## config.mk

```make
export PLATFORM = sky130hd
export DESIGN_NAME = write_fence_ctrl
export DESIGN_NICKNAME = d
export VERILOG_FILES = /design/src/rtl/write_fence_ctrl.sv
export SDC_FILE = /design/constraint.sdc
export NUM_CORES = 1
export LEC_CHECK = 0
export ABC_AREA = 1
export CAP_MARGIN = 20
export CORE_MARGIN = 8
export CORE_UTILIZATION = 65
export CTS_BUF_LIST = sky130_fd_sc_hd__clkbuf_8
export CTS_CLUSTER_SIZE = 14
export DETAILED_ROUTE_END_ITERATION = 10
export DONT_BUFFER_PORTS = 1
export PLACE_DENSITY = 0.8
export RECOVER_POWER = 100
export SLEW_MARGIN = 20
export SYNTH_ARGS = -nofsm -noshare
export SYNTH_HDL_FRONTEND = slang
export SYNTH_SLANG_ARGS = --single-unit
```

## constraint.sdc

```tcl
create_clock -name clk_i -period 2.4 [get_ports clk_i]
set_input_delay 0.24 -clock clk_i [delete_from_list [all_inputs] [get_ports clk_i]]
set_output_delay 0.24 -clock clk_i [all_outputs]
set_load 0.005 [all_outputs]
```

## src/rtl/write_fence_ctrl.sv

```systemverilog
// rtl/write_fence_ctrl.sv - AXI write-path fence: tracks outstanding writes, drains them with SLVERR,
// then resets the slave and clears the write guard.
package write_fence_pkg;
  typedef logic [3:0] id_t;

  typedef struct packed {
    id_t         id;
    logic [31:0] addr;
    logic [7:0]  len;
  } aw_chan_t;

  typedef struct packed {
    logic [31:0] data;
    logic [3:0]  strb;
    logic        last;
  } w_chan_t;

  typedef struct packed {
    id_t        id;
    logic [1:0] resp;
  } b_chan_t;

  typedef struct packed {
    aw_chan_t aw;
    logic     aw_valid;
    w_chan_t  w;
    logic     w_valid;
    logic     b_ready;
  } req_t;

  typedef struct packed {
    logic    aw_ready;
    logic    w_ready;
    b_chan_t b;
    logic    b_valid;
  } rsp_t;
endpackage

module write_fence_ctrl #(
  parameter int unsigned MaxWrTxns  = 8,
  parameter int unsigned CntWidth   = 16,
  parameter int unsigned HoldCycles = 16,
  parameter type         req_t      = write_fence_pkg::req_t,
  parameter type         rsp_t      = write_fence_pkg::rsp_t,
  parameter type         id_t       = write_fence_pkg::id_t
) (
  input  logic clk_i,
  input  logic rst_ni,
  input  req_t mst_req_i,
  output rsp_t mst_rsp_o,
  output req_t slv_req_o,
  input  rsp_t slv_rsp_i,
  output logic wr_en_o,
  input  logic reset_req_i,
  output logic reset_clear_o,
  output logic slv_rst_no,
  output logic busy_o
);

  localparam int unsigned IdxW  = (MaxWrTxns > 1) ? $clog2(MaxWrTxns) : 1;
  localparam int unsigned HoldW = (HoldCycles > 1) ? $clog2(HoldCycles) : 1;
  localparam int unsigned CntW1 = CntWidth + 1;

  typedef enum logic [1:0] {IDLE, ABORT, SLV_RST, CLEAR} state_e;

  state_e               state_q, state_d;
  logic [MaxWrTxns-1:0] valid_q, valid_d;
  id_t                  ids_q [MaxWrTxns];
  id_t                  ids_d [MaxWrTxns];
  logic [CntWidth-1:0]  cnt_q, cnt_d;
  logic [HoldW-1:0]     hold_q, hold_d;
  logic                 slv_rst_q;

  logic [IdxW-1:0] free_idx, match_idx, err_idx, free_sel;
  logic            match_found, full, any_valid;
  logic            aw_hs, w_hs, free_en;

  assign full      = &valid_q;
  assign any_valid = |valid_q;

  // Lowest-index searches: free slot for AW, matching slot for slave B, oldest slot for error B.
  always_comb begin
    free_idx    = '0;
    match_idx   = '0;
    err_idx     = '0;
    match_found = 1'b0;
    for (int i = MaxWrTxns - 1; i >= 0; i--) begin
      if (!valid_q[i]) free_idx = IdxW'(i);
      if (valid_q[i]) err_idx = IdxW'(i);
      if (valid_q[i] && (ids_q[i] == slv_rsp_i.b.id)) begin
        match_found = 1'b1;
        match_idx   = IdxW'(i);
      end
    end
  end

  always_comb begin
    state_d   = state_q;
    hold_d    = hold_q;
    slv_req_o = mst_req_i;
    mst_rsp_o = '0;
    aw_hs     = 1'b0;
    w_hs      = 1'b0;
    free_en   = 1'b0;
    free_sel  = err_idx;

    case (state_q)
      IDLE: begin
        mst_rsp_o          = slv_rsp_i;
        mst_rsp_o.aw_ready = slv_rsp_i.aw_ready && !full;
        slv_req_o.aw_valid = mst_req_i.aw_valid && !full;
        aw_hs              = mst_req_i.aw_valid && slv_rsp_i.aw_ready && !full;
        w_hs               = mst_req_i.w_valid && slv_rsp_i.w_ready;
        free_en            = slv_rsp_i.b_valid && mst_req_i.b_ready && match_found;
        free_sel           = match_idx;
        if (reset_req_i) state_d = ABORT;
      end
      ABORT: begin
        // Owed W beats are absorbed here; the slave never sees them.
        mst_rsp_o.w_ready = (cnt_q != '0);
        w_hs              = mst_req_i.w_valid && (cnt_q != '0);
        mst_rsp_o.b_valid = any_valid;
        mst_rsp_o.b.id    = ids_q[err_idx];
        mst_rsp_o.b.resp  = 2'b10;
        free_en           = any_valid && mst_req_i.b_ready;
        if (!any_valid && (cnt_q == '0)) begin
          state_d = SLV_RST;
          hold_d  = '0;
        end
      end
      SLV_RST: begin
        hold_d = hold_q + 1'b1;
        if (hold_q == HoldW'(HoldCycles - 1)) state_d = CLEAR;
      end
      CLEAR: begin
        state_d = IDLE;
      end
      default: state_d = IDLE;
    endcase

    if ((state_q != IDLE) || !rst_ni) begin
      slv_req_o.aw_valid = 1'b0;
      slv_req_o.w_valid  = 1'b0;
      slv_req_o.b_ready  = 1'b0;
    end
    if (!rst_ni) mst_rsp_o = '0;
  end

  always_comb begin
    valid_d = valid_q;
    ids_d   = ids_q;
    cnt_d   = cnt_q;
    if (free_en) valid_d[free_sel] = 1'b0;
    if (aw_hs) begin
      valid_d[free_idx] = 1'b1;
      ids_d[free_idx]   = mst_req_i.aw.id;
      cnt_d             = cnt_d + CntWidth'(mst_req_i.aw.len) + CntWidth'(1);
    end
    if (w_hs) cnt_d = cnt_d - CntWidth'(1);
  end

  always_ff @(posedge clk_i or negedge rst_ni) begin
    if (!rst_ni) begin
      state_q   <= IDLE;
      valid_q   <= '0;
      cnt_q     <= '0;
      hold_q    <= '0;
      slv_rst_q <= 1'b1;
      for (int i = 0; i < MaxWrTxns; i++) ids_q[i] <= '0;
    end else begin
      state_q   <= state_d;
      valid_q   <= valid_d;
      ids_q     <= ids_d;
      cnt_q     <= cnt_d;
      hold_q    <= hold_d;
      slv_rst_q <= (state_d != SLV_RST);
    end
  end

  assign wr_en_o       = aw_hs && rst_ni;
  assign slv_rst_no    = slv_rst_q;
  assign busy_o        = (state_q != IDLE);
  assign reset_clear_o = (state_q == CLEAR);

  logic [CntW1-1:0] cnt_sum;
  assign cnt_sum = {1'b0, cnt_q} + CntW1'(mst_req_i.aw.len) + CntW1'(1);

  a_cnt_overflow: assert property (@(posedge clk_i) disable iff (!rst_ni)
    aw_hs |-> !cnt_sum[CntWidth]);
  a_cnt_underflow: assert property (@(posedge clk_i) disable iff (!rst_ni)
    (w_hs && !aw_hs) |-> (cnt_q != '0));

endmodule

```

==> results of run 1 <==
area by class of cell:
cell class / instances / area, um^2 / share of cell area [%]
multi-input cells: 566 / 2999 / 54.10
flip-flops and latches: 63 / 1582 / 28.53
inverters: 105 / 396.6 / 7.154
repair buffers: 31 / 234.0 / 4.220
clock buffers: 11 / 151.4 / 2.731
well taps: 105 / 131.4 / 2.370
clock inverters: 5 / 50.05 / 0.9027
cell usage in the layout (no fill, tap or decap), types with 2 or more instances in the layout:
cell type,Yosys,layout
sky130_fd_sc_hd__a21oi_1,7,5
sky130_fd_sc_hd__a21oi_2,0,2
sky130_fd_sc_hd__buf_4,81,19
sky130_fd_sc_hd__buf_6,1,5
sky130_fd_sc_hd__clkbuf_1,2,4
sky130_fd_sc_hd__clkbuf_8,0,11
sky130_fd_sc_hd__dfrtp_1,62,59
sky130_fd_sc_hd__dfrtp_2,0,3
sky130_fd_sc_hd__ha_1,10,5
sky130_fd_sc_hd__ha_4,0,5
sky130_fd_sc_hd__inv_1,102,99
sky130_fd_sc_hd__inv_2,3,7
sky130_fd_sc_hd__nand2_1,259,246
sky130_fd_sc_hd__nand2_2,10,21
sky130_fd_sc_hd__nand2_4,7,9
sky130_fd_sc_hd__nand3_1,44,42
sky130_fd_sc_hd__nand3_2,2,4
sky130_fd_sc_hd__nand3_4,5,5
sky130_fd_sc_hd__nand3b_1,4,4
sky130_fd_sc_hd__nand4_1,13,13
sky130_fd_sc_hd__nor2_1,80,77
sky130_fd_sc_hd__nor2_2,3,4
sky130_fd_sc_hd__nor2_4,5,7
sky130_fd_sc_hd__nor2_8,2,2
sky130_fd_sc_hd__nor3_1,6,6
sky130_fd_sc_hd__o211ai_1,12,12
sky130_fd_sc_hd__o21ai_0,60,56
sky130_fd_sc_hd__o21ai_1,10,12
sky130_fd_sc_hd__o21ai_2,0,2
sky130_fd_sc_hd__xnor2_1,12,12
sky130_fd_sc_hd__xor2_1,7,6
report_power, final:
group / internal [mW] / total (mW) / leakage [nW] / switching [mW]
combinational: 0.426 / 1.05 / 1.88 / 0.623
clock: 0.528 / 0.956 / 0.108 / 0.429
sequential: 1.11 / 1.17 / 0.825 / 0.0597
routing by layer:
layer	vias to the layer above	part of all wire (%)	wire (um)	track usage, %
li1	2408	-	-	-
met1	2276	41	5681	26.71
met2	240	47	6502	37.71
met3	45	9.2	1274	7.198
met4	0	2.8	394	9.217
met5	-	0	0	0
flip-flops by register name (all words and copies together), names as in the netlist:
name and count:
state_q 2, cnt_q 16, ids_q 32, slv_rst_no 1, hold_q 4, valid_q 8
critical path, stage by stage (launching register included):
cell and delay, ns:
sky130_fd_sc_hd__dfrtp_1 0.36, sky130_fd_sc_hd__inv_2 0.06, sky130_fd_sc_hd__ha_4 0.16, sky130_fd_sc_hd__fa_2 0.57
sky130_fd_sc_hd__nand4_1 0.13, sky130_fd_sc_hd__nand2_2 0.15, sky130_fd_sc_hd__buf_6 0.11, sky130_fd_sc_hd__buf_6 0.09
sky130_fd_sc_hd__nand2_4 0.05, sky130_fd_sc_hd__nor2_4 0.12, sky130_fd_sc_hd__nand3_4 0.11, sky130_fd_sc_hd__nor2_8 0.17
sky130_fd_sc_hd__nand4_1 0.10, sky130_fd_sc_hd__nand2_1 0.08, sky130_fd_sc_hd__nand2_1 0.05
timing repair:
item / in CTS / in global routing
endpoints found under the setup margin: 5 / 12
gates cloned: 0 / 1
hold buffers: 2 / 0
hold endpoints to repair: 63 / 0
pin swaps: 1 / 41
resized for setup: 2 / 55
buffers inserted: 1 / 13
final timing paths:
path                            slack (ns)    endpoint  depth (start not counted)         from
worst max-delay path                 -0.03   cnt_q[15]                         14     cnt_q[0]
worst min-delay path                  0.16  state_q[0]                          3  reset_req_i
worst max register to register       -0.03   cnt_q[15]                         14     cnt_q[0]
worst min register to register        0.50   ids_q[29]                          2    ids_q[29]
max in group asynchronous             0.53  valid_q[6]                          2       rst_ni
min in group asynchronous             0.82   ids_q[31]                          2       rst_ni
kinds of logic (layout without fill, tap and decap cells):
family / count (synthesis) / after routing / share of synthesized area (%)
compound gates: 94 / 94 / 9.341
xor+xnor: 19 / 19 / 3.023
fa+ha+maj: 11 / 11 / 2.636
buf+inv: 199 / 152 / 19.73
flops: 63 / 63 / 28.66
simple gates: 442 / 442 / 36.61
per-stage QoR:
step	worst slack, ns	power [mW]	cells	area (um^2)
2_1_floorplan	0.1917	1.947	828	5505
3_3_place_gp	0.06002	1.954	853	5050
3_5_place_dp	-0.05329	1.987	853	5050
4_1_cts	0.01235	2.982	872	5301
5_1_grt	-0.1195	3.344	886	5544
6_report	-0.02796	3.175	886	5544
==> results.toml, run 1 <==
[clock_tree]
clock_transition_at_the_register_clock_pins_on_the_worst_setup_and_hold_paths_after_cts_ns = 0.07
clock-root-buffer = "sky130_fd_sc_hd__clkbuf_8"
clock-sinks = 63
cts_buffers = 9
ctsHtreeMaxLevel = 3
clock_latency_on_the_worst_skew_pair_ns = 0.36
cts_tree = "built"
clock_tree.buffer_depth = 2

[synth]
netlist_area_um2 = 5505
post_synth_num_cell_types = 37
synthArstFlopShare_pct = 100.0
synth_top_area_share_pct = 28.18
dominantRegCellSynth = "sky130_fd_sc_hd__dfrtp_1"
seq_area_frac_synth_pct = 28.66
synth_area_leaders = "sky130_fd_sc_hd__dfrtp_1, sky130_fd_sc_hd__nand2_1, sky130_fd_sc_hd__buf_4"
ys.warnings.count = 0
syn-num-nets = 935
synth_area_leader_cell = "sky130_fd_sc_hd__dfrtp_1"
synth_enable_flop_cells = 0
synthesis.instances = 828
ys_top_cells_by_count = "sky130_fd_sc_hd__nand2_1, sky130_fd_sc_hd__inv_1, sky130_fd_sc_hd__buf_4"
syn_avg_cell_area_um2 = 6.649
yosysMostFrequentCell = "sky130_fd_sc_hd__nand2_1"
yosys_register_bits = 63

[worst_hold_path]
worstHoldPathType = "in -> reg"

[timing]
slew_violations = 64
slew-limit-headroom_pct = -3.256
fin_crit_sh_pct = 101.2
worstMarginPinSlew_ns = 1.549
finalHoldViolations = 0
fin_setup_tns_ns = -0.03609
upper_clock_frequency_limit_mhz = 411.9
rsz0062_at_grt = "true"
period_needed_ns = 2.428
clock_skew_ns = 0.01721
fin_hold_ws_ns = 0.1595
finalWorstSetupSlack_ns = -0.02796
setup_viol = 3

[floorplanning]
num_rows = 33
design.core.area_um2 = 8217
die_area_um2 = 11670
die_w_um = 108.0
dieHeight_um = 108.0
num_io_pins = 193
initial_cell_density_of_the_core_pct = 67.00

[layout]
drive_above_1_share_pct = 14.72
antenna-diode-count = 0
number_of_inserted_filler_cells_in_the_final_layout = 693
design.final.nets = 883
postLayoutCoreUtil_pct = 67.47
area_delta_synth_final_pct = 0.7046

[outcome]
outcome = "finished, violations left"
failed_checks = "max-capacitance violations, max-slew violations, negative setup slack"

[routing]
detailedRoute.firstIterationViolations = 259
routed-via-count = 4969
number_of_vias_per_cell_after_detailed_routing = 5.608
postRouteAntennaNets = 0
wl_um = 13850
detail_route.drc_violations = 0
firstDrtPassIters = 5
wl_per_cell_um = 15.63

[worst_setup_path]
worstPathArrival_ns = 2.66
critical_path_class = "reg -> reg"
worst_setup_path_end_kind = "register"
critPathMaxFanout = 5
worstPathRequired_ns = 2.64
crit_path_start_kind = "register"

[global_routing]
global_route_total_overflow = 0
number_of_antenna_violations_at_the_first_check_in_global_routing = 0
first_global_vias = 4609
grt_first_pass_wirelength_um = 21190
grt_max_degree = 64
grt_usage_pct = 22.75

[placed_design]
placement.io_buffers = 0
dp_hpwl_um = 10030
gp_congestion = 0.9394

[pwr]
maximum_ir_drop_on_the_vdd_rail_uv = 483.9
power_per_cell_area_nw_per_um2 = 572.6
leakagePower_nw = 2.814

[job]
drv.max_cap_violation_count = 1
Note: power is estimated with default switching activity, not from simulation.
==> run 2: changes to the inputs <==
--- a/config.mk
+++ b/config.mk
@@ -13,9 +13,10 @@
 export CTS_CLUSTER_SIZE = 14
 export DETAILED_ROUTE_END_ITERATION = 10
 export DONT_BUFFER_PORTS = 1
-export PLACE_DENSITY = 0.8
+export PLACE_DENSITY = 0.81
 export RECOVER_POWER = 100
 export SLEW_MARGIN = 20
 export SYNTH_ARGS = -nofsm -noshare
 export SYNTH_HDL_FRONTEND = slang
 export SYNTH_SLANG_ARGS = --single-unit
+export TNS_END_PERCENT = 50
==> run 2 against run 1 <==
The flow still finishes with violations (max-capacitance violations, max-slew violations, negative setup slack). Global-route usage is essentially flat. First-iteration DRC count shrank 1.2%. Clock skew shrank 0.0081 ns. Non-clock buffer count grew 3. Via count grew 2.0%. Largest cell class unchanged. Largest power group unchanged. Highest routed layer is now met5.
==> results.toml, run 2 (synthesis results as in run 1) <==
[routing]
detailedRoute.firstIterationViolations = 256
wl_um = 13800
routed-via-count = 5068
postRouteAntennaNets = 0
detail_route.drc_violations = 0
number_of_vias_per_cell_after_detailed_routing = 5.701
firstDrtPassIters = 5
wl_per_cell_um = 15.52

[floorplanning]
dieHeight_um = 108.0
num_rows = 33
die_area_um2 = 11670
die_w_um = 108.0
num_io_pins = 193
design.core.area_um2 = 8217
initial_cell_density_of_the_core_pct = 67.00

[worst_setup_path]
cell_with_the_largest_stage_delay_on_the_worst_path = "sky130_fd_sc_hd__fa_2"
critPathTopFamily = "adder cells"
critPathMaxFanout = 3
critPathMaxStageDelay_ns = 0.57
startpoint = "cnt_q[0]"
critical_path.reg2reg.startpoint = "cnt_q[0]"
worstPathRequired_ns = 2.63
worstPathCellList = "inv_2 -> ha_4 -> fa_2 -> nand4_1 -> nand2_1 -> ha_2 -> nand2_2 -> nor2_4 -> nand3_4 -> nor2_4 -> nand2_2 -> o21ai_2 -> nand2_1"
worstPathArrival_ns = 2.65
critical_path_class = "reg -> reg"
crit_path_start_kind = "register"
worst_setup_path_end_kind = "register"
critical_path_buf_inv_count = 1

[outcome]
failed_checks = "max-capacitance violations, max-slew violations, negative setup slack"
outcome = "finished, violations left"

[placed_design]
gp_congestion = 0.9748
preCtsSetupSlack_ns = -0.03359
post-place-cells = 850
dp_hpwl_um = 10230
placement.io_buffers = 0

[global_routing]
grt_usage_pct = 22.72
number_of_antenna_violations_at_the_first_check_in_global_routing = 1
global_route_total_overflow = 0
grt_max_degree = 64
first_global_vias = 4601
grt_first_pass_wirelength_um = 21220

[timing]
upper_clock_frequency_limit_mhz = 413.7
fin_hold_ws_ns = 0.1263
finalWorstSetupSlack_ns = -0.01699
fin_crit_sh_pct = 100.7
slew-limit-headroom_pct = -5.213
clock_skew_ns = 0.009141
slew_violations = 64
finalHoldViolations = 0
rsz0062_at_grt = "true"
period_needed_ns = 2.417
setup_viol = 1
worstMarginPinSlew_ns = 1.578

[worst_hold_path]
hold_start = "reset_req_i"
worstHoldPathType = "in -> reg"

[layout]
final-instance-count-excl-fill = 889
design.final.nets = 886
largestRegisters = "ids_q (32), cnt_q (16), valid_q (8)"
drive_above_1_share_pct = 14.41
number_of_inserted_filler_cells_in_the_final_layout = 719
multiInputGateArea_um2 = 2925
area_delta_synth_final_pct = -0.02271
largest_register = "ids_q"
layout.area.seq_um2 = 1580
layout.cells.most_common_list = "sky130_fd_sc_hd__nand2_1, sky130_fd_sc_hd__inv_1, sky130_fd_sc_hd__nor2_1, sky130_fd_sc_hd__dfrtp_1, sky130_fd_sc_hd__o21ai_0"
antenna-diode-count = 0
largest_reg_flops = 32
mostFrequentLayoutCell = "sky130_fd_sc_hd__nand2_1"

[clock_tree]
clock-sinks = 63
clock-root-buffer = "sky130_fd_sc_hd__clkbuf_8"
clock_transition_at_the_register_clock_pins_on_the_worst_setup_and_hold_paths_after_cts_ns = 0.08
clock_latency_on_the_worst_skew_pair_ns = 0.35
clock_tree.buffer_depth = 2
cts_buffers = 9
ctsHtreeMaxLevel = 3
cts_tree = "built"

[pwr]
fin_total_pwr_mw = 3.172
total_switching_power_mw = 1.083
combinationalPowerShare_pct = 30.5
internal_power_mw = 2.089
power_frac_seq_pct = 36.3
leakagePower_nw = 2.812
power_per_cell_area_nw_per_um2 = 576.4
power.share.clock_pct = 33.2
p_sw_share_pct = 34.15
maximum_ir_drop_on_the_vdd_rail_uv = 425.2

[job]
drv.max_cap_violation_count = 1
## run 2: changes by cell type in the layout (fill, tap and decap cells not counted), sizes merged
cell    delta
clkbuf     -2
buf        +4
inv        -3
clkinv     +3
bufinv     +1
## run 2: power by group through the flow
stage	Combinational, mW	Clock, mW	Sequential, mW
2_1_floorplan	0.787	0	1.16
3_3_place_gp	0.791	0	1.17
3_5_place_dp	0.828	0	1.17
4_1_cts	0.876	1.07	1.15
5_1_grt	1.08	1.11	1.16
6_report	0.968	1.05	1.15
## run 2: tightest hold or removal path: stages
cell and delay [ns]:
sky130_fd_sc_hd__a32o_1 0.10, sky130_fd_sc_hd__inv_1 0.05, sky130_fd_sc_hd__nand3_1 0.05
## run 2: final timing paths
path | endpoint | slack (ns) | cells past startpoint
hold reg to reg | ids_q[31] | 0.49 | 2
setup / recovery | cnt_q[12] | -0.02 | 13
setup reg to reg | cnt_q[12] | -0.02 | 13
min in group asynchronous | valid_q[0] | 0.88 | 2
max in group asynchronous | valid_q[5] | 0.45 | 2
hold / removal | state_q[0] | 0.13 | 3
## run 2: final cells by class
type | instances | area share (%)
well taps | 105 | 2.387
multi-input cells | 566 | 53.15
clock inverters | 6 | 1.523
clock buffers | 10 | 2.501
repair buffers | 34 | 4.456
flip-flops and latches | 63 | 28.71
inverters | 105 | 7.274
## run 2: stage by stage
step	TNS, ns	util, %	instance area [um^2]
after floorplan	0	-	5505
after global routing	-0.8688	66.99	5504
after detailed placement	-0.04104	61.18	5027
final	-0.01699	66.99	5504
after global placement	0	61.18	5027
after CTS	0	64.53	5303
## run 2: timing repair
action / 4_1_cts / 5_1_grt
gates cloned: 0 / 1
pin swaps: 1 / 27
hold buffers: 2 / 0
endpoints found under the setup margin: 6 / 11
buffers inserted: 1 / 19
resized for setup: 3 / 34
endpoints found under the hold margin: 63 / 0
## run 2: routing by layer
metal  vias up  GRT usage, %  routed length (um)
met2       244         37.45                6640
met1      2346         26.54                5454
li1       2418             -                   -
met4         2         10.90                 464
met3        58         6.722                1221
met5         -             0                  13
